===== config.mk =====
export PLATFORM = sky130hd
export DESIGN_NAME = ddr3_rx_iod_align_ctrl
export DESIGN_NICKNAME = d
export VERILOG_FILES = /design/src/rtl/ddr3_rx_align_pkg.sv /design/src/rtl/ddr3_rx_pattern_checker.sv /design/src/rtl/ddr3_rx_iod_align_ctrl.sv
export SDC_FILE = /design/constraint.sdc
export NUM_CORES = 1
export LEC_CHECK = 0
export BUFFER_PORTS_ARGS = -buffer_cell sky130_fd_sc_hd__buf_2
export CAP_MARGIN = 20
export CORE_UTILIZATION = 54
export DETAILED_ROUTE_END_ITERATION = 16
export PLACE_DENSITY = 0.82
export SLEW_MARGIN = 10
export SYNTH_ARGS = -nofsm -noshare
export SYNTH_HDL_FRONTEND = slang
export SYNTH_SLANG_ARGS = --single-unit

===== constraint.sdc =====
create_clock -name FAB_CLK -period 4.2 [get_ports FAB_CLK]
set_input_delay 0.84 -clock FAB_CLK [delete_from_list [all_inputs] [get_ports FAB_CLK]]
set_output_delay 0.84 -clock FAB_CLK [all_outputs]
set_load 0.01 [all_outputs]

===== src/rtl/ddr3_rx_align_pkg.sv =====
// Shared types and constants for the DDR3 receive-lane alignment controller.
package ddr3_rx_align_pkg;

   localparam int unsigned TAP_W = 8;

   // Slip counter width for a given slip budget, never narrower than one bit.
   function automatic int unsigned slip_cnt_w(input int unsigned max_slips);
      return (max_slips > 1) ? $clog2(max_slips) : 1;
   endfunction

   typedef enum logic [3:0] {
      ST_IDLE,
      ST_LOAD,
      ST_SETTLE,
      ST_SAMPLE,
      ST_EVAL,
      ST_STEP,
      ST_SLIP,
      ST_CENTER,
      ST_DONE,
      ST_ERROR
   } align_state_e;

endpackage


===== src/rtl/ddr3_rx_pattern_checker.sv =====
// Counts consecutive deserialized words matching the training pattern.
// start_i is held high for the whole sampling window; while it is low the
// run counter is kept cleared. done_o strobes on the first mismatch (fail)
// or on the SAMPLE_WORDS-th consecutive match (pass), with pass_o alongside.
module ddr3_rx_pattern_checker #(
   parameter int unsigned SAMPLE_WORDS = 8
) (
   input  logic       clk_i,
   input  logic       rst_n_i,
   input  logic       start_i,
   input  logic [7:0] rx_data_i,
   input  logic [7:0] pattern_i,
   output logic       done_o,
   output logic       pass_o
);

   localparam int unsigned CW = (SAMPLE_WORDS > 1) ? $clog2(SAMPLE_WORDS) : 1;

   logic [CW-1:0] cnt_q;
   logic [CW-1:0] cnt_d;
   logic          match;

   // Word compare, end-of-window detection and run counter next state.
   always_comb begin
      match  = (rx_data_i == pattern_i);
      pass_o = match;
      done_o = start_i && (!match || (cnt_q == CW'(SAMPLE_WORDS - 1)));
      if (!start_i || done_o) begin
         cnt_d = '0;
      end else begin
         cnt_d = cnt_q + 1'b1;
      end
   end

   // Run counter register.
   always_ff @(posedge clk_i or negedge rst_n_i) begin
      if (!rst_n_i) begin
         cnt_q <= '0;
      end else begin
         cnt_q <= cnt_d;
      end
   end

endmodule


===== src/rtl/ddr3_rx_iod_align_ctrl.sv =====
// Read-path training controller for one DDR3 input lane: sweeps the IOD
// delay line for the passing eye, centres the tap in it, and bit-slips until
// the deserialized word lines up with the training pattern.
module ddr3_rx_iod_align_ctrl
   import ddr3_rx_align_pkg::*;
#(
   parameter int unsigned MAX_TAP       = 127,
   parameter int unsigned SETTLE_CYCLES = 4,
   parameter int unsigned SAMPLE_WORDS  = 8,
   parameter int unsigned MIN_WINDOW    = 4,
   parameter int unsigned MAX_SLIPS     = 8
) (
   input  logic       FAB_CLK,
   input  logic       ARST_N,
   input  logic       START,
   input  logic [7:0] PATTERN,
   input  logic [7:0] RX_DATA_0,
   input  logic       DELAY_LINE_OUT_OF_RANGE_0,
   output logic       DELAY_LINE_LOAD_0,
   output logic       DELAY_LINE_MOVE_0,
   output logic       DELAY_LINE_DIRECTION_0,
   output logic       RX_BIT_SLIP_0,
   output logic       TRAIN_DONE,
   output logic       TRAIN_ERROR,
   output logic [7:0] TAP_OUT,
   output logic [7:0] WINDOW_WIDTH
);

   localparam int unsigned SLW  = slip_cnt_w(MAX_SLIPS);
   localparam int unsigned SETW = (SETTLE_CYCLES > 1) ? $clog2(SETTLE_CYCLES) : 1;

   align_state_e     state_q, state_d;
   logic [TAP_W-1:0] tap_q, tap_d;
   logic [TAP_W-1:0] first_q, first_d;
   logic [TAP_W-1:0] last_q, last_d;
   logic [TAP_W-1:0] target_q, target_d;
   logic [TAP_W-1:0] ww_q, ww_d;
   logic [SLW-1:0]   slip_q, slip_d;
   logic [SETW-1:0]  settle_q, settle_d;
   logic             first_vld_q, first_vld_d;
   logic             pass_q, pass_d;
   logic             idle_q, idle_d;

   logic             chk_start;
   logic             chk_done;
   logic             chk_pass;
   logic             end_sweep;
   logic             accept;
   logic [TAP_W-1:0] first_eff;
   logic [TAP_W-1:0] diff;

   assign chk_start = (state_q == ST_SAMPLE);

   ddr3_rx_pattern_checker #(
      .SAMPLE_WORDS (SAMPLE_WORDS)
   ) u_checker (
      .clk_i     (FAB_CLK),
      .rst_n_i   (ARST_N),
      .start_i   (chk_start),
      .rx_data_i (RX_DATA_0),
      .pattern_i (PATTERN),
      .done_o    (chk_done),
      .pass_o    (chk_pass)
   );

   // Next-state, datapath updates and pulse outputs of the training FSM.
   always_comb begin
      state_d     = state_q;
      tap_d       = tap_q;
      first_d     = first_q;
      last_d      = last_q;
      target_d    = target_q;
      ww_d        = ww_q;
      slip_d      = slip_q;
      settle_d    = settle_q;
      first_vld_d = first_vld_q;
      pass_d      = pass_q;
      idle_d      = idle_q;

      DELAY_LINE_LOAD_0      = 1'b0;
      DELAY_LINE_MOVE_0      = 1'b0;
      DELAY_LINE_DIRECTION_0 = 1'b0;
      RX_BIT_SLIP_0          = 1'b0;

      end_sweep = (tap_q == TAP_W'(MAX_TAP)) || DELAY_LINE_OUT_OF_RANGE_0;
      // A pass on the very tap that ends the sweep opens and closes the eye
      // in the same evaluation, so the window start is taken from tap_q then.
      first_eff = first_vld_q ? first_q : tap_q;
      accept    = 1'b0;
      diff      = '0;

      case (state_q)
         ST_IDLE, ST_DONE, ST_ERROR: begin
            if (START) begin
               slip_d      = '0;
               first_vld_d = 1'b0;
               state_d     = ST_LOAD;
            end
         end
         ST_LOAD: begin
            DELAY_LINE_LOAD_0 = 1'b1;
            tap_d             = '0;
            settle_d          = '0;
            state_d           = ST_SETTLE;
         end
         ST_SETTLE: begin
            if (settle_q == SETW'(SETTLE_CYCLES - 1)) begin
               settle_d = '0;
               state_d  = ST_SAMPLE;
            end else begin
               settle_d = settle_q + 1'b1;
            end
         end
         ST_SAMPLE: begin
            if (chk_done) begin
               pass_d  = chk_pass;
               state_d = ST_EVAL;
            end
         end
         ST_EVAL: begin
            if (pass_q && !first_vld_q) begin
               first_d     = tap_q;
               first_vld_d = 1'b1;
            end
            if (!pass_q && first_vld_q) begin
               last_d = tap_q - 1'b1;
               accept = 1'b1;
            end else if (pass_q && end_sweep) begin
               last_d = tap_q;
               accept = 1'b1;
            end else if (end_sweep) begin
               state_d = ST_SLIP;
            end else begin
               state_d = ST_STEP;
            end
            if (accept) begin
               diff = last_d - first_eff;
               if (({1'b0, diff} + 1'b1) < (TAP_W + 1)'(MIN_WINDOW)) begin
                  state_d = ST_SLIP;
               end else begin
                  ww_d     = diff + 1'b1;
                  // first + floor((last-first)/2) == floor((first+last)/2)
                  // without needing a carry bit.
                  target_d = first_eff + (diff >> 1);
                  idle_d   = 1'b0;
                  state_d  = ST_CENTER;
               end
            end
         end
         ST_STEP: begin
            DELAY_LINE_MOVE_0      = 1'b1;
            DELAY_LINE_DIRECTION_0 = 1'b1;
            if (tap_q != TAP_W'(MAX_TAP)) begin
               tap_d = tap_q + 1'b1;
            end
            settle_d = '0;
            state_d  = ST_SETTLE;
         end
         ST_SLIP: begin
            if (slip_q == SLW'(MAX_SLIPS - 1)) begin
               state_d = ST_ERROR;
            end else begin
               RX_BIT_SLIP_0 = 1'b1;
               slip_d        = slip_q + 1'b1;
               first_vld_d   = 1'b0;
               state_d       = ST_LOAD;
            end
         end
         ST_CENTER: begin
            // Each decrement is a MOVE cycle followed by an idle cycle; the
            // idle slot itself hands over to DONE once the target is reached.
            if (idle_q) begin
               idle_d = 1'b0;
               if (tap_q == target_q) begin
                  state_d = ST_DONE;
               end
            end else if (tap_q > target_q) begin
               DELAY_LINE_MOVE_0 = 1'b1;
               tap_d             = tap_q - 1'b1;
               idle_d            = 1'b1;
            end else begin
               state_d = ST_DONE;
            end
         end
         default: begin
            state_d = ST_IDLE;
         end
      endcase
   end

   // State and datapath registers.
   always_ff @(posedge FAB_CLK or negedge ARST_N) begin
      if (!ARST_N) begin
         state_q     <= ST_IDLE;
         tap_q       <= '0;
         first_q     <= '0;
         last_q      <= '0;
         target_q    <= '0;
         ww_q        <= '0;
         slip_q      <= '0;
         settle_q    <= '0;
         first_vld_q <= 1'b0;
         pass_q      <= 1'b0;
         idle_q      <= 1'b0;
      end else begin
         state_q     <= state_d;
         tap_q       <= tap_d;
         first_q     <= first_d;
         last_q      <= last_d;
         target_q    <= target_d;
         ww_q        <= ww_d;
         slip_q      <= slip_d;
         settle_q    <= settle_d;
         first_vld_q <= first_vld_d;
         pass_q      <= pass_d;
         idle_q      <= idle_d;
      end
   end

   assign TRAIN_DONE   = (state_q == ST_DONE);
   assign TRAIN_ERROR  = (state_q == ST_ERROR);
   assign TAP_OUT      = tap_q;
   assign WINDOW_WIDTH = ww_q;

endmodule

==> results_dict.tcl <==
set metrics [dict create \
    cts_buffer_depth 2 \
    synth-edff-count 0 \
    critical_path.startpoint_type "register" \
    finalNetCount 594 \
    most-common-layout-cells "sky130_fd_sc_hd__dfrtp_1 (53), sky130_fd_sc_hd__nand2_1 (45), sky130_fd_sc_hd__buf_2 (41), sky130_fd_sc_hd__buf_4 (39), sky130_fd_sc_hd__o21ai_0 (34)" \
    num_io_pins 42 \
    numPortBuffers 41 \
    gp_congestion 0.9669 \
    critPathSlowestCell "sky130_fd_sc_hd__dfrtp_2" \
    postPlaceCellArea_sq_um 4697 \
    syn-num-nets 526 \
    layout_worst_path_cycle_share_pct 96.12 \
    mostFrequentLayoutCell "sky130_fd_sc_hd__dfrtp_1" \
    regToRegSetupSlack_ns 0.16 \
    post-route-drc-count 0 \
    first_global_vias 3711 \
    grtUsageTotal_pct 27.06 \
    maximum_number_of_pins_on_one_net_before_global_route_repair 32 \
    ys.flop_type "sky130_fd_sc_hd__dfrtp_1" \
    ant_nets 0 \
    maxCapViolCount 0 \
    setup_total_negative_slack_ns 0 \
    design.core.area_sq_um 7370 \
    drt_pre_antenna_iters 5 \
    tightestPinTransition_ns 0.6719 \
    cpPeakStageDelay_ns 0.45 \
    criticalPathCategory "reg2reg" \
    cp_data_required_time_ns 4.41 \
    worstPathMaxFanout 5 \
    grt_pass1_wl_um 17680 \
    clk_latency_ns 0.32 \
    cts_buffers 5 \
    timing.final.setup_violations 0 \
    postSynthAreaPerCell_sq_um 8.774 \
    yosys.cell_types.count 66 \
    cts-root-buf "sky130_fd_sc_hd__clkbuf_8" \
    syn_area_sq_um 4168 \
    row_count 31 \
    cts_tree "done" \
    antenna_found_initial 0 \
    wl_um 10860 \
    layout_cells_sized_above_1_pct 26.65 \
    worst_slew_slack_as_a_fraction_of_its_limit_pct 54.80 \
    hold_fix_buffer_count_after_cts 0 \
    h-tree-depth 2 \
    worstReg2RegEnd "target_q[7]" \
    hold_path_depth 1 \
    start_util_pct 56.55 \
    final_max_slew_viol_count 0 \
    routedWlPerCell_um 16.88 \
    fin_worst_hold_slack_ns 0.4432 \
    worstHoldEndpoint "u_checker.cnt_q[0]" \
    finClkSkew_ns 0.01705 \
    synthArstFlopShare_pct 100.0 \
    fp.dieArea_sq_um 8073 \
    kind_of_capture_point_of_the_worst_setup_path "register" \
    status "finished clean" \
    library_cell_appearing_most_often_on_the_critical_path "sky130_fd_sc_hd__a21oi_2" \
    hpwlAfterDp_um 8219 \
    arrival_ns 4.25 \
    fmax_mhz 247.7 \
    clkSinkCount 55 \
    report.final.hold_viol_count 0 \
    reg2reg_launch_point "TAP_OUT[0]" \
    stdcell_count 643 \
    via_count 3853 \
    vias_per_std_cell 5.992 \
    chipWidth_um 89.85 \
    r2r.worst_path.cells 21 \
    antenna_cells_inserted 0 \
    detail_route.iter0.violations 251 \
    cellPowerDensity_nw_per_um2 887.6 \
    worstPathCellList "ha_4 > and3b_4 > a21o_4 > buf_4 > a311oi_4 > inv_1 > ha_1 > nand2_1 > and2_4 > a21oi_2 > o2111ai_2 > nor2_4 > inv_2 > ha_4 > a21oi_2 > o21bai_1 > a21oi_2 > o21bai_1 > a21oi_2 > xnor2_1 > mux2i_1" \
    synth.yosys.warnings 0 \
    flop_and_latch_count_out_of_synthesis 55 \
    final_period_minus_worst_setup_slack_ns 4.037 \
    syn_inst 475 \
    worstHoldStart "u_checker.cnt_q[0]" \
    die_height_um 89.85 \
    p_leak_nw 2.340 \
    holdCritPathClass "reg2reg" \
    worst_ir_drop_vdd_mv 0.4029 \
    cts.clk_slew.worst_paths_ns 0.12 \
    gr-total-overflow 0 \
    dp.cells 629 \
    fin_area_sq_um 4943 \
    area_delta_synth_final_pct 18.61 \
    synth_sequential_area_ratio_pct 33.02 \
]
[area by class of cell]
cell class / count / area [sq um]
Multi-Input combinational cell: 363 / 2679
Fill cell: 586 / 2426
Sequential cell: 55 / 1379
Timing Repair Buffer: 82 / 529.3
Inverter: 36 / 138.9
Tap cell: 99 / 123.9
Clock buffer: 5 / 68.82
Clock inverter: 3 / 25.02
[Yosys cell counts (4+ instances only)]
master | count | area share [%]
sky130_fd_sc_hd__a21o_1 | 5 | 0.90
sky130_fd_sc_hd__a21oi_1 | 27 | 3.2
sky130_fd_sc_hd__a22oi_1 | 4 | 0.72
sky130_fd_sc_hd__a31oi_1 | 4 | 0.60
sky130_fd_sc_hd__and3_1 | 4 | 0.60
sky130_fd_sc_hd__clkbuf_1 | 16 | 1.4
sky130_fd_sc_hd__dfrtp_1 | 55 | 33
sky130_fd_sc_hd__ha_1 | 30 | 9.0
sky130_fd_sc_hd__inv_1 | 34 | 3.1
sky130_fd_sc_hd__mux2_2 | 13 | 3.5
sky130_fd_sc_hd__mux2_4 | 4 | 1.4
sky130_fd_sc_hd__mux2i_1 | 13 | 3.1
sky130_fd_sc_hd__nand2_1 | 46 | 4.1
sky130_fd_sc_hd__nand3_1 | 7 | 0.84
sky130_fd_sc_hd__nand4_1 | 5 | 0.75
sky130_fd_sc_hd__nor2_1 | 33 | 3.0
sky130_fd_sc_hd__nor2b_1 | 10 | 1.5
sky130_fd_sc_hd__nor3_1 | 20 | 2.4
sky130_fd_sc_hd__nor4_1 | 7 | 1.1
sky130_fd_sc_hd__o21a_1 | 5 | 0.90
sky130_fd_sc_hd__o21ai_0 | 37 | 4.4
sky130_fd_sc_hd__o21bai_1 | 4 | 0.72
sky130_fd_sc_hd__o22ai_1 | 5 | 0.75
sky130_fd_sc_hd__o31ai_1 | 7 | 1.3
sky130_fd_sc_hd__xnor2_1 | 12 | 2.5
sky130_fd_sc_hd__xor2_1 | 15 | 3.2
[routing by layer]
layer | vias to the layer above | track usage, % | share of wire, %
li1 | 1829 | - | -
met1 | 1894 | 35.50 | 44
met2 | 115 | 46.03 | 49
met3 | 15 | 3.638 | 5.5
met4 | 0 | 9.274 | 1.4
met5 | - | 0 | 0
[worst max-delay path by stage]
stage | from | endpoint | slack [ns] | cells past startpoint
final | TAP_OUT[0] | target_q[7] | 0.16 | 21
after global routing | TAP_OUT[1] | target_q[7] | -0.05 | 22
after CTS | TAP_OUT[0] | WINDOW_WIDTH[0] | 0.03 | 16
after detailed placement | DELAY_LINE_OUT_OF_RANGE_0 | target_q[6] | -0.10 | 22
after global placement | DELAY_LINE_OUT_OF_RANGE_0 | WINDOW_WIDTH[2] | 0.009 | 15
after floorplan | TAP_OUT[0] | target_q[7] | 0.008 | 24
[report_power, final]
group          total [mW]  switching (mW)  internal (mW)
Sequential          0.838           0.140          0.698
Clock               0.320           0.197          0.122
Combinational        3.23            1.79           1.44
Total                4.39            2.13           2.26
[flip-flops by register name (all words and copies together), names as in the netlist, named ones only]
name,count
TAP_OUT,8
first_vld_q,1
idle_q,1
last_q,7
first_q,8
settle_q,2
pass_q,1
target_q,8
u_checker.cnt_q,3
state_q,4
WINDOW_WIDTH,8
slip_q,3
[what timing repair did]
action | 4_1_cts | 5_1_grt
resized for setup | 2 | 26
buffers inserted | 2 | 4
pin swaps | 5 | 13
endpoints found under the setup margin | 2 | 17
gates cloned | 0 | 0
[critical path, delay by kind of cell (launching register included)]
kind | cells | cell delay [ns]
AOI/OAI and AO/OA | 9 | 1.52
xor gates and xnor gates | 1 | 0.19
adders and majority gates | 3 | 0.77
buffers and inverters | 3 | 0.30
DFF | 1 | 0.45
muxes | 1 | 0.10
and+or+nand+nor | 4 | 0.61
[metrics by stage]
stage          power [mW]  utilization (%)  setup WS [ns]
2_1_floorplan       2.834                -       0.008089
5_1_grt             4.710            67.08       -0.04750
3_5_place_dp        3.757            63.74        -0.1015
3_3_place_gp        3.670            63.74       0.008688
4_1_cts             4.146            65.43        0.03378
6_report            4.388            67.08         0.1630
[cell families (layout without fill, tap and decap cells)]
logic type | after synthesis | in the layout | synth area share (%)
compound gates | 124 | 124 | 19.93
xor+xnor | 28 | 28 | 6.064
fa+ha+maj | 31 | 31 | 9.487
buf+inv | 57 | 126 | 5.343
flops | 55 | 55 | 33.02
mux | 30 | 30 | 8.076
simple gates | 150 | 150 | 18.07
(Power assumes the default switching activity.)
